$ cat config.mk
export PLATFORM = sky130hd
export DESIGN_NAME = act_line_writer
export DESIGN_NICKNAME = d
export VERILOG_FILES = /design/src/rtl/act_line_writer.sv
export SDC_FILE = /design/constraint.sdc
export NUM_CORES = 1
export LEC_CHECK = 0
export BUFFER_PORTS_ARGS = -buffer_cell sky130_fd_sc_hd__buf_2
export CORE_MARGIN = 2
export CORE_UTILIZATION = 40
export CTS_BUF_LIST = sky130_fd_sc_hd__clkbuf_4
export DETAILED_ROUTE_END_ITERATION = 7
export PLACE_DENSITY = 0.69
export SYNTH_ARGS = -nofsm -noshare
export SYNTH_HDL_FRONTEND = slang
export SYNTH_SLANG_ARGS = --single-unit
$ cat constraint.sdc
create_clock -name clk -period 1.91 [get_ports clk]
set_input_delay 0.191 -clock clk [delete_from_list [all_inputs] [get_ports clk]]
set_output_delay 0.191 -clock clk [all_outputs]
set_load 0.02 [all_outputs]
$ cat src/rtl/act_line_writer.sv
// Write-combining line buffer: packs narrow incoming words into one SRAM line
// and shares the single-port SRAM with a read path that has priority.
module act_line_writer #(
    parameter int writeInterfaceWidth = 32,
    parameter int writeAddrWidth      = 16,
    parameter int sramDataWidth       = 128,
    parameter int sramAddrWidth       = writeAddrWidth - $clog2(sramDataWidth / writeInterfaceWidth)
) (
    input  logic                                          clk,
    input  logic                                          nrst,
    input  logic [writeAddrWidth-1:0]                     in_addr,
    input  logic [writeInterfaceWidth-1:0]                in_data,
    input  logic                                          in_valid,
    output logic                                          in_ready,
    input  logic                                          flush,
    input  logic                                          rd_req,
    input  logic [sramAddrWidth-1:0]                      rd_addr,
    output logic                                          rd_grant,
    output logic                                          sram_en,
    output logic                                          sram_we,
    output logic [sramAddrWidth-1:0]                      sram_addr,
    output logic [sramDataWidth-1:0]                      sram_wdata,
    output logic [sramDataWidth/writeInterfaceWidth-1:0]  sram_wmask,
    output logic                                          busy
);

    localparam int WPL = sramDataWidth / writeInterfaceWidth;
    localparam int WB  = $clog2(WPL);

    typedef enum logic [1:0] {IDLE, FILL, WRITE} state_t;

    state_t                   state_q, state_d;
    logic [sramAddrWidth-1:0] line_q, line_d;
    logic [sramDataWidth-1:0] data_q, data_d;
    logic [WPL-1:0]           mask_q, mask_d;

    logic [sramAddrWidth-1:0] in_line;
    logic [WB-1:0]            in_word;
    logic                     same_line;
    logic                     hazard;

    assign in_line   = in_addr[writeAddrWidth-1:WB];
    assign in_word   = in_addr[WB-1:0];
    assign same_line = (in_line == line_q);
    // A read to the line still being assembled must wait until that line is in SRAM.
    assign hazard    = rd_req && (state_q != IDLE) && (rd_addr == line_q);
    assign busy      = (state_q != IDLE);

    always_comb begin
        state_d    = state_q;
        line_d     = line_q;
        data_d     = data_q;
        mask_d     = mask_q;
        in_ready   = 1'b0;
        rd_grant   = rd_req && !hazard;
        sram_en    = 1'b0;
        sram_we    = 1'b0;
        sram_addr  = rd_addr;
        sram_wdata = data_q;
        sram_wmask = '0;

        case (state_q)
            IDLE: begin
                in_ready = 1'b1;
                if (in_valid) begin
                    line_d = in_line;
                    data_d[int'(in_word)*writeInterfaceWidth +: writeInterfaceWidth] = in_data;
                    mask_d = '0;
                    mask_d[in_word] = 1'b1;
                    state_d = (&mask_d) ? WRITE : FILL;
                end
            end
            FILL: begin
                in_ready = !in_valid || same_line;
                if (in_valid && same_line) begin
                    data_d[int'(in_word)*writeInterfaceWidth +: writeInterfaceWidth] = in_data;
                    mask_d[in_word] = 1'b1;
                end
                if ((&mask_d) || flush || (in_valid && !same_line) || hazard)
                    state_d = WRITE;
            end
            WRITE: begin
                if (!rd_grant) begin
                    sram_en    = 1'b1;
                    sram_we    = 1'b1;
                    sram_addr  = line_q;
                    sram_wmask = mask_q;
                    mask_d     = '0;
                    state_d    = IDLE;
                end
            end
            default: state_d = IDLE;
        endcase

        if (rd_grant) begin
            sram_en   = 1'b1;
            sram_we   = 1'b0;
            sram_addr = rd_addr;
        end
    end

    always_ff @(posedge clk or negedge nrst) begin
        if (!nrst) begin
            state_q <= IDLE;
            line_q  <= '0;
            data_q  <= '0;
            mask_q  <= '0;
        end else begin
            state_q <= state_d;
            line_q  <= line_d;
            data_q  <= data_d;
            mask_q  <= mask_d;
        end
    end

endmodule

# [Yosys cells after proc, flatten, opt, wreduce, memory -nomap -nowiden]
# Cells that the tools add are included.
[word_totals] regBits=148 input_bits=67
[classes] n_addsub=1 n_lt_le_gt_ge=2 eq_ne=8 shifts=2 mux=24 bitwise_logic=1 reduce_logical=23
[ops] operator="$mux 128" n=2
[ops] operator="$pmux 128 s2" n=1
[ops] operator="$bwmux 128" n=1
[ops] operator="$shift 32x33->128 const A" n=1
[ops] operator="$shiftx 32x33->128" n=1
[ops] operator="$neg 7->33" n=1
[ops] operator="$eq 14x14->1" n=2
[ops] operator="$mux 14" n=2
[ops] operator="$mux 4" n=6
[ops] operator="$pmux 4 s3" n=1
[ops] operator="$reduce_and 3->1" n=3
[ops] operator="$mux 2" n=4
[ops] operator="$ne 2x2->1 const B" n=4
[ops] operator="$reduce_and 4->1" n=2
[ops] operator="$logic_and 1x1->1" n=6
[ops] operator="$pmux 2 s3" n=1
[ops] operator="$logic_or 1x1->1" n=4
[ops] operator="$mux 1" n=4
[ops] operator="$or 4x4->4" n=1
[ops] operator="$reduce_bool 2->1" n=2
[ops] operator="$logic_not 1->1" n=3
[ops] operator="$lt 2x3->1 const B" n=1
[ops] operator="$reduce_bool 3->1" n=1
[ops] operator="$demux 1 s2" n=1
[ops] operator="other kinds (6)" n=6

# [Longest topological paths before layout]
# Gate-level depths: netlist (run 1).
[logic_depth] word_depth=13 depth_mapped=9 ltp_nobuf=8

# [Least setup slack after synthesis (run 1)]
# No wires, ideal clock.
[synth_path] kind="register to output" startpoint="register state_q[0]" endpoint="output sram_addr[10]" arrival_ns=1.975 t_required_ns=1.719 slack_ns=-0.256 path_stages_with_launch=10 cell_sequence="dfrtp_1 -> inv_1 -> ha_1 -> nand2b_1 -> nor4_1 -> nand4_1 -> nand2_1 -> nand2_1 -> buf_2 -> mux2_2"
[synth_via] elab_chain_cells=6 elab_cells_between_ends=8 classes_between="eq/ne: 1; mux: 2; reduce/logical: 5"
[synth_rtl] element="start: declaration" line_no="32" text="state_t state_q, state_d;"
[synth_rtl] element="start signal: assignment" line_no="109" text="state_q <= state_d;"
[synth_rtl] element="$reduce_bool 2->1" line_no="46" text="assign hazard = rd_req && (state_q != IDLE) && (rd_addr == line_q);"
[synth_rtl] element="$logic_and 1x1->1 (2 in series)" line_no="46"
[synth_rtl] element="$logic_not 1->1" line_no="55" text="rd_grant = rd_req && !hazard;"
[synth_rtl] element="$logic_and 1x1->1" line_no="55"
[synth_rtl] element="$mux 14 (*)" line_no="95" text="if (rd_grant) begin"
[synth_rtl] element="end: declaration" line_no="21" text="output logic [sramAddrWidth-1:0] sram_addr,"
# Every way passes the cells marked *; elsewhere a longest branch is shown, timed or not.

# [Worst setup path in the final report (run 1)]
[layout_path] startpoint="register line_q[12]" endpoint="output sram_addr[9]"
[layout_via] elab_chain_cells=5
[layout_rtl] element="start: declaration" line_no="33" text="logic [sramAddrWidth-1:0] line_q, line_d;"
[layout_rtl] element="start signal: assignment" line_no="110" text="line_q <= line_d;"
[layout_rtl] element="$eq 14x14->1" line_no="46"
[layout_rtl] element="$logic_and 1x1->1" line_no="46"
[layout_rtl] element="$logic_not 1->1" line_no="55"
[layout_rtl] element="$logic_and 1x1->1" line_no="55"
[layout_rtl] element="$mux 14" line_no="95"
# Every way passes these cells.

==> impl_metrics.json, run 1 <==
{
  "status": "finished with violations",
  "failed_checks": "negative setup slack",
  "htreeDepth": 4,
  "regArea_um2": 3700,
  "synthTopCellsByCount": "148 x dfrtp_1, 132 x a22o_1, 29 x mux2_2",
  "slowest_stage": "dfrtp_1",
  "cp-start-kind": "register",
  "initial_core_util": 0.407,
  "n_fill_cell": 1182,
  "netlist_area_um2": 6160,
  "first_pass_iters": 5,
  "multiInputGateArea_um2": 2460,
  "synthFlopType": "dfrtp_1",
  "core_area_um2": 15100,
  "synth_cells": 442,
  "slew_headroom": 0.642,
  "setup_slack_ns": -0.814,
  "critPathLaunch": "line_q[12]$_DFFE_PN0P_",
  "stdcell_count": 974,
  "end_kind": "output pin",
  "worst_slew_pin_slew_ns": 0.538,
  "r2r_start": "line_q[9]$_DFFE_PN0P_",
  "grt_max_degree": 63,
  "rows": 45,
  "min_period_over_period": 1.43,
  "maxSlewViolCount": 0,
  "cp_slowest_stage_delay_ns": 0.43,
  "cts_root_buf": "clkbuf_4",
  "portBuffers": 217,
  "clkSinkCount": 148,
  "pin_count": 218,
  "rrSetupSlack_ns": -0.60,
  "setup_viol": 156,
  "die_area_um2": 16400,
  "via_per_inst": 5.51,
  "timing.fmax_mhz": 367,
  "first_iter_violations": 370,
  "drive_gt1_frac": 0.485,
  "cp_max_fo": 7,
  "async_flop_share": 1.00,
  "nets": 851,
  "synth_fp_nets": 520,
  "fin_crit_ns": 2.72,
  "crit_path_cell_trace": "xor2_1 > nor4_4 > nand4_1 > nand2_4 > nand2_4 > mux2_2 > buf_2",
  "grt_setup_unrepaired": "true",
  "globalRouteOverflowTotal": 0,
  "utilization": 0.615,
  "yosysMostFrequentCell": "dfrtp_1",
  "vias": 5368,
  "finalClockSkew_ns": 0.0191,
  "powerDensity_nw_per_um2": 1330,
  "place_ws_ns": -0.279,
  "first_global_vias": 5466,
  "ys_seq_area_frac": 0.601,
  "cts_tree": "yes",
  "crit_arrival_ns": 2.53,
  "crit_end": "sram_addr[9]",
  "setup_tns_ns": -76.23,
  "numCtsBuffers": 17,
  "yosys.area.top_type": "dfrtp_1",
  "dieWidth_um": 128,
  "detail_route.wl_per_cell_um": 20.9,
  "rr_endpoint": "sram_wdata[50]$_DFFE_PN0P_",
  "ys_seq_elements": 148,
  "p_leak_uw": 0.00489,
  "crit_required_ns": 1.72,
  "grt_usage": 0.244,
  "criticalPathCategory": "register to output pin",
  "clk_latency_ns": 0.55,
  "crit_top_cell": "nand2_4",
  "finalWirelength_um": 20400,
  "ys_top_cells_by_area": "dfrtp_1 60%, a22o_1 19%, mux2_2 5.3%",
  "fp.dieH_um": 128,
  "maxCapViolCount": 0,
  "min_path_type": "input port to asynchronous set/reset pin",
  "final-hold-violation-count": 0,
  "areaGrowthSynthToFinish_pct": 51.1,
  "synth_top_area_frac": 0.601,
  "drc_errors": 0,
  "ir_drop_uv": 675,
  "gp_congestion": 0.800,
  "clockBufferDepth": 2,
  "hpwl_um": 12100,
  "yosysUniqueCellTypes": 33,
  "antenna_found_initial": 2,
  "synth_warnings": 0,
  "grt_pass1_wl_um": 30200,
  "clk_pin_slew_ns": 0.13,
  "dp_cells": 856,
  "postRouteAntennaNets": 0,
  "syn_avg_cell_area_um2": 13.9,
  "r2r_cells": 13,
  "synth-edff-count": 0
}
sequential cells by signal (all words and copies together), names as in the netlist:
signal      flops
sram_wdata    128
line_q         14
state_q         2
mask_q          4
report_power, final:
part	switching (uW)	internal, uW	leakage (uW)
Combinational	2930	2540	0.00274
Clock	1140	1020	0.000158
Sequential	678	4080	0.00200
Total	4750	7650	0.00489
how the worst min path moves through the flow:
stage | end | slack, ns | depth (start not counted)
finish | line_q[10]$_DFFE_PN0P_ | 0.13 | 2
floorplan | line_q[0]$_DFFE_PN0P_ | -0.10 | 0
detailed placement | line_q[10]$_DFFE_PN0P_ | 0.16 | 1
global route | state_q[1]$_DFFE_PN0P_ | 0.10 | 5
CTS | state_q[1]$_DFFE_PN0P_ | 0.08 | 5
global placement | line_q[2]$_DFFE_PN0P_ | 0.15 | 1
layout by cell type (no fill, tap or decap), types with 10 or more instances in the layout:
master	count
xor2_1	13
buf_6	30
xnor2_1	11
dfrtp_1	148
mux2_2	25
dlygate4sd3_1	47
ha_1	10
buf_4	33
a22o_1	132
clkbuf_4	17
buf_2	207
buf_12	11
what timing repair did:
action | in CTS | in global routing
endpoints found under the hold margin | 290 | 0
buffers inserted | 20 | 14
cloned | 13 | 2
setup endpoints to repair | 156 | 156
pin swaps | 10 | 54
hold buffers | 47 | 0
resized for setup | 68 | 28
worst max-delay path, delay by kind of cell, from the launching register on:
kind | cells | cell delay [ns]
flops | 1 | 0.43
mux | 1 | 0.31
buf+inv | 1 | 0.16
xor+xnor | 1 | 0.21
simple gates | 4 | 0.86
area by class of cell:
class | count | share of cell area
sequential | 148 | 0.398
tap | 188 | 0.0253
clock inverter | 13 | 0.0196
clock buffer | 17 | 0.0137
timing repair buffer | 340 | 0.275
antenna | 2 | 0.000538
inverter | 9 | 0.00363
multi-input combinational | 257 | 0.264
cell families after synthesis:
kind of cell    count (synthesis)  share of synthesized area
flops                         148                      0.601
compound gates                142                      0.198
simple gates                   44                     0.0485
buf+inv                        38                     0.0333
mux                            31                     0.0569
xor+xnor                       28                     0.0398
fa+ha+maj                      11                     0.0223
layer usage:
layer,share of wire,up-vias,GRT usage,routed length [um]
met4,0.021,0,0.0821,427
met3,0.064,31,0.0576,1310
met1,0.42,2729,0.317,8510
li1,-,2352,-,-
met5,0,-,0,0
met2,0.50,256,0.403,10100
stage by stage:
step,total power (uW),hold slack (ns),area (um2)
finish,12400,0.135,9310
global route,13000,0.100,9310
CTS,12200,0.0791,9180
detailed placement,9540,0.156,7750
global placement,9390,0.150,7750
floorplan,7690,-0.105,6220
No activity file was read; power rests on OpenSTA's default activity.
==> run 2, diff against run 1 <==
- CORE_UTILIZATION: 40 -> 47
- PLACE_DENSITY: 0.69 -> 0.79
==> impl_metrics.json, run 2 (synthesis gave the netlist of run 1 again) <==
{
  "status": "finished with violations",
  "failed_checks": "negative setup slack",
  "vias": 5685,
  "cp_max_fo": 8,
  "p_sw_uw": 4920,
  "utilization": 0.760,
  "maxCapViolCount": 0,
  "htreeDepth": 4,
  "grt_pass1_wl_um": 32500,
  "pin_count": 218,
  "cts_root_buf": "clkbuf_4",
  "highest_layer": "met4",
  "core_area_um2": 12700,
  "detail_route.wl_per_cell_um": 22.1,
  "initial_core_util": 0.484,
  "ir_drop_uv": 961,
  "clk_latency_ns": 0.56,
  "hpwl_um": 12000,
  "p_leak_uw": 0.00510,
  "maxSlewViolCount": 0,
  "powerDensity_nw_per_um2": 1290,
  "first_pass_iters": 5,
  "dieWidth_um": 118,
  "setup_viol": 156,
  "antenna_found_initial": 1,
  "areaGrowthSynthToFinish_pct": 57.0,
  "clkSinkCount": 148,
  "p_int_uw": 7570,
  "wl_met3_um": 1520,
  "cp-start-kind": "register",
  "crit_required_ns": 1.72,
  "first_global_vias": 5841,
  "wl_met1_um": 8300,
  "largest_reg_flops": 128,
  "seq_power_share": 0.385,
  "setup_slack_ns": -0.782,
  "final-hold-violation-count": 0,
  "finalWirelength_um": 21600,
  "rows": 41,
  "min_path_type": "input port to asynchronous set/reset pin",
  "fp.dieH_um": 118,
  "stdcell_count": 974,
  "nets": 867,
  "grt_usage": 0.303,
  "fin_crit_ns": 2.69,
  "clockBufferDepth": 2,
  "swShare": 0.394,
  "min_period_over_period": 1.41,
  "finalClockSkew_ns": 0.0190,
  "drive_gt1_frac": 0.492,
  "first_iter_violations": 445,
  "final_cell_mix": "207 x buf_2, 148 x dfrtp_1, 132 x a22o_1, 47 x dlygate4sd3_1, 40 x buf_4",
  "grt_max_degree": 56,
  "mostFrequentLayoutCell": "buf_2",
  "cts_tree": "yes",
  "crit_arrival_ns": 2.50,
  "clkPwrFrac": 0.152,
  "die_area_um2": 14000,
  "gp_congestion": 0.850,
  "comb_power_share": 0.463,
  "timing.fmax_mhz": 371,
  "portBuffers": 217,
  "worst_slew_pin_slew_ns": 0.572,
  "criticalPathCategory": "register to output pin",
  "clk_pin_slew_ns": 0.12,
  "grt_setup_unrepaired": "true",
  "globalRouteOverflowTotal": 0,
  "slew_headroom": 0.618,
  "drc_errors": 0,
  "numCtsBuffers": 17,
  "rrSetupSlack_ns": -0.68,
  "via_per_inst": 5.84,
  "dp_cells": 835,
  "postRouteAntennaNets": 0,
  "wl_met2_um": 11000,
  "end_kind": "output pin"
}
## run 2: through the flow
| stage | instance area (um2) | total power (uW) | setup WS (ns) | TNS (ns) | hold slack [ns] |
|---|---|---|---|---|---|
| 4_1_cts | 9490 | 12100 | -0.778 | -68.80 | 0.0656 |
| 3_5_place_dp | 7690 | 9430 | -0.325 | -39.99 | 0.175 |
| 2_1_floorplan | 6220 | 7690 | -0.101 | -8.67 | -0.105 |
| 5_1_grt | 9670 | 13000 | -0.860 | -109.71 | 0.165 |
| 3_3_place_gp | 7690 | 9270 | -0.264 | -31.26 | 0.170 |
| 6_report | 9670 | 12500 | -0.782 | -93.65 | 0.132 |
## run 2: critical path: stages, from the launching register on
cell and delay, ns:
dfrtp_1 0.44, xor2_2 0.17, nor4_2 0.33, nand4_1 0.22, nand2_4 0.18, nand2_8 0.10, mux2_2 0.32, buf_2 0.17
## run 2: area by class of cell
| cell class | count | area [um2] |
|---|---|---|
| Multi-Input combinational cell | 257 | 2470 |
| Inverter | 9 | 33.8 |
| Timing Repair Buffer | 356 | 2980 |
| Antenna cell | 1 | 2.50 |
| Fill cell | 779 | 3050 |
| Clock buffer | 17 | 128 |
| Clock inverter | 14 | 136 |
| Sequential cell | 148 | 3700 |
| Tap cell | 172 | 215 |
## run 2: final timing paths
kind                       cells past startpoint                   startpoint                          end
setup reg to reg                               9        line_q[9]$_DFFE_PN0P_        mask_q[2]$_DFFE_PN0P_
min in group clk                               5                        flush       state_q[1]$_DFFE_PN0P_
setup / recovery                               7        line_q[9]$_DFFE_PN0P_                 sram_addr[0]
max in group asynchronous                      3                         nrst   sram_wdata[40]$_DFFE_PN0P_
hold reg to reg                                1  sram_wdata[109]$_DFFE_PN0P_  sram_wdata[109]$_DFFE_PN0P_
hold / removal                                 2                         nrst        line_q[3]$_DFFE_PN0P_
## run 2: what timing repair did
action / 4_1_cts / 5_1_grt
hold buffers: 47 / 0
cloned: 21 / 2
pin swaps: 33 / 7
setup buffers: 30 / 8
setup endpoints to repair: 156 / 157
hold endpoints to repair: 235 / 0
gates resized for setup: 73 / 16
## run 2: per-layer routing
layer / track usage / vias up
met2: 0.513 / 343
met5: 0 / -
met3: 0.0661 / 78
met1: 0.371 / 2883
met4: 0.141 / 0
li1: - / 2381
## run 2: power groups by stage
stage / clock network, uW / logic [uW] / registers [uW]
global placement: 0 / 4490 / 4780
CTS: 1910 / 5400 / 4760
floorplan: 0 / 2040 / 5660
finish: 1900 / 5780 / 4810
global route: 2070 / 6060 / 4900
detailed placement: 0 / 4610 / 4820
